<file path="src/rtl/tx_frame_sequencer.sv">
// ---------------------------------------------------------------------------
// tx_frame_sequencer : frames a user byte stream (preamble, sync, length, payload, gap)
// Rev 1.0
// ---------------------------------------------------------------------------
`default_nettype none

module tx_frame_sequencer #(
  parameter int          SIZE_INPUT_BIT = 8,
  parameter int          PREAMBLE_LEN   = 4,
  parameter logic [7:0]  PREAMBLE_BYTE  = 8'hAA,
  parameter logic [7:0]  SYNC_BYTE      = 8'h7E,
  parameter int          MAX_PAYLOAD    = 64,
  parameter int          GAP_CYCLES     = 16
) (
  input  logic                      i_clk,
  input  logic                      i_reset,
  input  logic                      i_start,
  input  logic [7:0]                i_length,
  output logic                      o_busy,
  output logic                      o_done,
  output logic                      o_error,
  input  logic [SIZE_INPUT_BIT-1:0] i_data,
  input  logic                      i_valid_input,
  output logic                      o_ready,
  output logic [SIZE_INPUT_BIT-1:0] o_data,
  output logic                      o_valid_output,
  input  logic                      i_ready_output
);

  // One counter serves preamble, payload and gap; it must span 255 and GAP_CYCLES-1.
  localparam int c_cnt_need = (GAP_CYCLES > 256) ? GAP_CYCLES : 256;
  localparam int c_cnt_w    = $clog2(c_cnt_need);

  localparam logic [c_cnt_w-1:0] c_one      = c_cnt_w'(1);
  localparam logic [c_cnt_w-1:0] c_pre_last = c_cnt_w'(PREAMBLE_LEN - 1);
  localparam logic [c_cnt_w-1:0] c_gap_last = c_cnt_w'(GAP_CYCLES - 1);
  localparam logic [7:0]         c_max_len  = 8'(MAX_PAYLOAD);

  typedef enum logic [2:0] {
    S_IDLE     = 3'd0,
    S_PREAMBLE = 3'd1,
    S_SYNC     = 3'd2,
    S_LENGTH   = 3'd3,
    S_PAYLOAD  = 3'd4,
    S_GAP      = 3'd5
  } state_t;

  state_t               r_state;
  logic [c_cnt_w-1:0]   r_cnt;
  logic [7:0]           r_len_q;
  logic                 r_done;
  logic                 r_error;

  logic                 w_xfer;
  logic                 w_len_ok;
  logic [c_cnt_w-1:0]   w_len_last;

  assign w_xfer     = o_valid_output & i_ready_output;
  assign w_len_ok   = (i_length != 8'd0) && (i_length <= c_max_len);
  assign w_len_last = c_cnt_w'(r_len_q) - c_one;

  always_ff @(posedge i_clk) begin
    if (i_reset) begin
      r_state <= S_IDLE;
      r_cnt   <= '0;
      r_len_q <= '0;
      r_done  <= 1'b0;
      r_error <= 1'b0;
    end else begin
      r_done  <= 1'b0;
      r_error <= 1'b0;
      case (r_state)
        S_IDLE: begin
          if (i_start) begin
            if (w_len_ok) begin
              r_len_q <= i_length;
              r_cnt   <= '0;
              r_state <= S_PREAMBLE;
            end else begin
              r_error <= 1'b1;
            end
          end
        end
        S_PREAMBLE: begin
          if (w_xfer) begin
            if (r_cnt == c_pre_last) begin
              r_cnt   <= '0;
              r_state <= S_SYNC;
            end else begin
              r_cnt <= r_cnt + c_one;
            end
          end
        end
        S_SYNC: begin
          if (w_xfer) r_state <= S_LENGTH;
        end
        S_LENGTH: begin
          if (w_xfer) r_state <= S_PAYLOAD;
        end
        S_PAYLOAD: begin
          if (w_xfer) begin
            if (r_cnt == w_len_last) begin
              r_cnt   <= '0;
              r_state <= S_GAP;
            end else begin
              r_cnt <= r_cnt + c_one;
            end
          end
        end
        S_GAP: begin
          // Counts plain clocks; the modulator is left idle regardless of its ready.
          if (r_cnt == c_gap_last) begin
            r_cnt   <= '0;
            r_state <= S_IDLE;
            r_done  <= 1'b1;
          end else begin
            r_cnt <= r_cnt + c_one;
          end
        end
        default: begin
          r_cnt   <= '0;
          r_state <= S_IDLE;
        end
      endcase
    end
  end

  // Data path is combinational so payload bytes pass through with zero latency.
  always_comb begin
    o_data         = '0;
    o_valid_output = 1'b0;
    o_ready        = 1'b0;
    case (r_state)
      S_PREAMBLE: begin
        o_data         = SIZE_INPUT_BIT'(PREAMBLE_BYTE);
        o_valid_output = 1'b1;
      end
      S_SYNC: begin
        o_data         = SIZE_INPUT_BIT'(SYNC_BYTE);
        o_valid_output = 1'b1;
      end
      S_LENGTH: begin
        o_data         = SIZE_INPUT_BIT'(r_len_q);
        o_valid_output = 1'b1;
      end
      S_PAYLOAD: begin
        o_data         = i_data;
        o_valid_output = i_valid_input;
        o_ready        = i_ready_output;
      end
      default: begin
        o_data         = '0;
        o_valid_output = 1'b0;
        o_ready        = 1'b0;
      end
    endcase
  end

  assign o_busy  = (r_state != S_IDLE);
  assign o_done  = r_done;
  assign o_error = r_error;

endmodule

`default_nettype wire

</file>
<file path="config.mk">
export PLATFORM = sky130hd
export DESIGN_NAME = tx_frame_sequencer
export DESIGN_NICKNAME = d
export VERILOG_FILES = /design/src/rtl/tx_frame_sequencer.sv
export SDC_FILE = /design/constraint.sdc
export NUM_CORES = 1
export LEC_CHECK = 0
export ABC_AREA = 1
export BUFFER_PORTS_ARGS = -buffer_cell sky130_fd_sc_hd__buf_2
export CAP_MARGIN = 30
export CORE_MARGIN = 2
export CORE_UTILIZATION = 45
export CTS_CLUSTER_SIZE = 16
export DETAILED_ROUTE_END_ITERATION = 10
export PLACE_DENSITY = 0.78
export SLEW_MARGIN = 25
export SYNTH_ARGS = -nofsm -noshare
export SYNTH_HDL_FRONTEND = slang
export SYNTH_SLANG_ARGS = --single-unit
</file>
<file path="constraint.sdc">
create_clock -name i_clk -period 2.58 [get_ports i_clk]
set_input_delay 0.516 -clock i_clk [delete_from_list [all_inputs] [get_ports i_clk]]
set_output_delay 0.516 -clock i_clk [all_outputs]
set_load 0.005 [all_outputs]
</file>
==> results.rst <==
.. list-table::
   :header-rows: 1

   * - Metric
     - Value
   * - Status
     - complete, no violations
   * - Initial DRC Count
     - between 50 and 60
   * - IO Port Bufs
     - 33
   * - Number of detailed-routing iterations run before antenna repair
     - 4
   * - Count of placed standard cells in the final layout, fillers left out
     - about 330
   * - Later-pin clock latency in the skew report
     - between 300 and 400 ps
   * - Total grt overflow
     - 0
   * - Max VDD drop
     - about 0.48 mV
   * - Synth warn
     - 0
   * - Hold path cells
     - 2
   * - Kind of end point of the critical path
     - output pin
   * - Yosys reg bits
     - 21
   * - Worst reg-to-reg setup slack
     - 680 ps
   * - Startpoint of the most critical register-to-register path
     - r_len_q[0]
   * - Detail Placement HPWL
     - 2870 µm
   * - Number of hold-repair buffers added at the cts stage
     - 0
   * - Number of antenna violations at the first check in global routing
     - 0
   * - Worst Hold Endpoint
     - r_len_q[6]
   * - Final routed wire length divided by cell count
     - 10.9 µm
   * - Hold Fails Final Rpt
     - 0
   * - Final Setup Violations
     - 0
   * - Net count of the finished layout
     - roughly 300
   * - Total DRC errors in the routed layout
     - 0
   * - Die X
     - approximately 62 µm
   * - Boundary Pins
     - 34
   * - Synthesized Nets
     - approximately 270
   * - Via count of the first global-routing pass
     - 1,419
   * - Transition at the pin with the smallest max-transition slack
     - 514 ps
   * - Endpoint of the most critical register-to-register path
     - r_state[0]
   * - FMAX
     - approximately 450 MHz
   * - Worst clock skew
     - 4.29 ps
   * - Int Power
     - approximately 680 µW
   * - Area overhead of the layout relative to synthesis
     - 14.4%
   * - Arrival time worst endpoint
     - 1730 ps
   * - Antenna diodes
     - 0
   * - Register share of total power
     - about a third
   * - Number of fill cells in the layout
     - 340
   * - Quantity of gates resized following cts
     - 0
   * - Critical path origin
     - r_state[1]
   * - Placer Congestion
     - slightly below 0.9
   * - Post-detailed-route via-to-cell ratio
     - roughly 5
   * - Required time worst endpoint
     - 2060 ps
   * - Fraction of final layout cells sized beyond drive strength 1
     - a little under a fifth
   * - Detailed-route wire length
     - roughly 3500 µm
   * - Worst hold path type
     - input pin to flip-flop
   * - Highest net fanout along the worst path
     - 7
   * - Count of different cell masters after synthesis
     - 29
   * - Final count of pins violating max slew
     - 0
   * - Overall track demand over capacity in global routing
     - about a fifth
   * - Mapped cell area
     - between 1500 and 2000 µm²
   * - Comb power frac
     - 55.2%
   * - Relative slew slack
     - roughly two thirds
   * - Power spent charging and discharging nets
     - between 500 and 600 µW
   * - Count of max-cap constraint violations
     - 0
   * - Final critical-path share of the clock period
     - 87.0%
   * - Total Die Area
     - ~3900 µm²
   * - H-tree level count
     - 1
   * - Postcts setup bufs
     - 0
   * - Wire length of the first global-routing pass
     - 6100 µm
   * - Count of mapped cells out of synthesis
     - roughly 250
   * - Die boundary height
     - between 60 and 70 µm
   * - Dominant cells by area after synthesis
     - sky130_fd_sc_hd__dfxtp_1, sky130_fd_sc_hd__nand2_1, sky130_fd_sc_hd__inv_1, sky130_fd_sc_hd__nor2_1, sky130_fd_sc_hd__a21oi_1
   * - Area of the core region
     - around 3300 µm²
   * - Clock tree root driver cell
     - sky130_fd_sc_hd__clkbuf_4
   * - Clock network power share
     - 12.9%
   * - Number of clock sinks
     - 21
   * - Vias
     - ~1.6k
   * - Post-route ant nets
     - 0
   * - Ratio of total power to cell area
     - approximately 730 nW/µm²
   * - Final Critical Period
     - between 2000 and 2500 ps
   * - Number of clock buffers inserted by TritonCTS
     - 3
   * - Setup crit start kind
     - flip-flop
   * - Initial cell density of the core
     - between 40% and 50%
   * - Clock tree from TritonCTS
     - done
   * - Worst Reg2Reg Path Length in Cells
     - 15
   * - Maximum clock path buffer count
     - 2
   * - Sequential share of the synthesized area
     - 27.6%
   * - Mean instance size in the synthesized netlist
     - around 6.1 µm²
   * - Yosys top cell area share
     - 27.6%
   * - Cells after DPL
     - roughly 320
   * - Most area-hungry cell type in the Yosys netlist
     - sky130_fd_sc_hd__dfxtp_1
   * - Accumulated negative setup slack
     - 0 ps
   * - Static Leakage
     - 0.830 nW
   * - Startpoint of the worst hold path
     - i_length[6]
   * - Switching portion of total power
     - between 40% and 50%
   * - Setup repair after global routing missed its margin
     - false
   * - Maximum number of pins on one net before global-route repair
     - 16
   * - Critical setup path kind
     - flip-flop to output pin
   * - Clk slew on worst S/H paths
     - ~110 ps
   * - Floorplan row count
     - 21
[worst max-delay path: stages (launching register included)]
cell and delay [ps]:
sky130_fd_sc_hd__dfxtp_1 490, sky130_fd_sc_hd__inv_1 90, sky130_fd_sc_hd__nor2_1 110, sky130_fd_sc_hd__inv_1 90
sky130_fd_sc_hd__nor2_1 180, sky130_fd_sc_hd__inv_1 150, sky130_fd_sc_hd__o211ai_1 180, sky130_fd_sc_hd__buf_2 140
[placed cells by master, fill, tap and decap left out, types with 3 or more instances in the layout]
cell                       Yosys  final
sky130_fd_sc_hd__a21oi_1      17     17
sky130_fd_sc_hd__nor3_1        3      3
sky130_fd_sc_hd__buf_2         3     33
sky130_fd_sc_hd__nand3_1      17     17
sky130_fd_sc_hd__nand2_2       6      6
sky130_fd_sc_hd__dfxtp_1      21     21
sky130_fd_sc_hd__xor2_1        7      7
sky130_fd_sc_hd__o211ai_1      6      6
sky130_fd_sc_hd__inv_1        37     37
sky130_fd_sc_hd__nand4_1       4      4
sky130_fd_sc_hd__nand2_1      64     64
sky130_fd_sc_hd__clkbuf_4      0      3
sky130_fd_sc_hd__o21ai_0       9      9
sky130_fd_sc_hd__nor2_1       34     34
[synth_stat cells (all sizes together)]
library cell / n
clkbuf: 1
a221o: 1
o21a: 2
inv: 38
nor3: 4
ha: 2
o211ai: 6
buf: 4
nand3: 18
a21oi: 19
a21boi: 1
nor2: 36
nand4: 4
nand2: 71
xor2: 7
o21ai: 10
nor4: 1
xnor2: 2
dfxtp: 21
[kinds of logic (layout without fill, tap and decap cells)]
| logic type | count (synthesis) | in the layout | synth area share, % |
|---|---|---|---|
| xor gates and xnor gates | 9 | 9 | 5.18 |
| AOI/OAI and AO/OA | 39 | 39 | 16.1 |
| and+or+nand+nor | 134 | 134 | 38.1 |
| DFF | 21 | 21 | 27.6 |
| adders and majority gates | 2 | 2 | 1.64 |
| buffers and inverters | 43 | 75 | 11.3 |
[through the flow]
| stage | area [µm²] | util [%] | power (mW) | worst slack, ps | hold slack, ps |
|---|---|---|---|---|---|
| 6_report | 1740 | 53.0 | 1.26 | 335 | 444 |
| 3_3_place_gp | 1720 | 52.2 | 1.10 | 528 | 467 |
| 5_1_grt | 1740 | 53.0 | 1.39 | 85.3 | 455 |
| 3_5_place_dp | 1720 | 52.2 | 1.11 | 545 | 467 |
| 4_1_cts | 1740 | 53.0 | 1.27 | 332 | 441 |
| 2_1_floorplan | 1520 | - | 0.919 | 870 | 457 |
[final cells by class]
| type | instances | area (µm²) | share of cell area [%] |
|---|---|---|---|
| clock buffer | 4 | 26.3 | 1.51 |
| inverter | 38 | 143 | 8.19 |
| multi-input combinational | 184 | 930 | 53.4 |
| sequential | 21 | 420 | 24.1 |
| tap | 46 | 57.6 | 3.30 |
| timing repair buffer | 33 | 165 | 9.48 |
[worst max-delay path by stage]
stage                 endpoint  slack, ps  depth (start not counted)
detailed placement  r_len_q[2]        540                          9
finish               o_data[5]        340                          7
global route         o_data[1]         90                          7
CTS                  o_data[5]        330                          7
floorplan           r_state[0]        870                         14
global placement    r_len_q[0]        530                          9
[flip-flops by register name, indices dropped and copies added (netlist names)]
signal / count
o_error: 1
r_state: 3
o_done: 1
r_cnt: 8
r_len_q: 8
[power groups by stage]
stage	logic (mW)	registers, mW	clock network [mW]
2_1_floorplan	0.520	0.400	0
3_3_place_gp	0.694	0.411	0
3_5_place_dp	0.698	0.411	0
4_1_cts	0.702	0.404	0.168
5_1_grt	0.797	0.410	0.180
6_report	0.697	0.404	0.163
[metal layers]
metal / GRT usage, % / up-vias / part of all wire, %
met1: 25.3 / 710 / 49
met2: 32.3 / 33 / 46
met4: 5.83 / 0 / 1.1
li1: - / 850 / -
met3: 2.17 / 4 / 3.4
met5: 0 / - / 0
No activity file was read; power rests on OpenSTA's default activity.
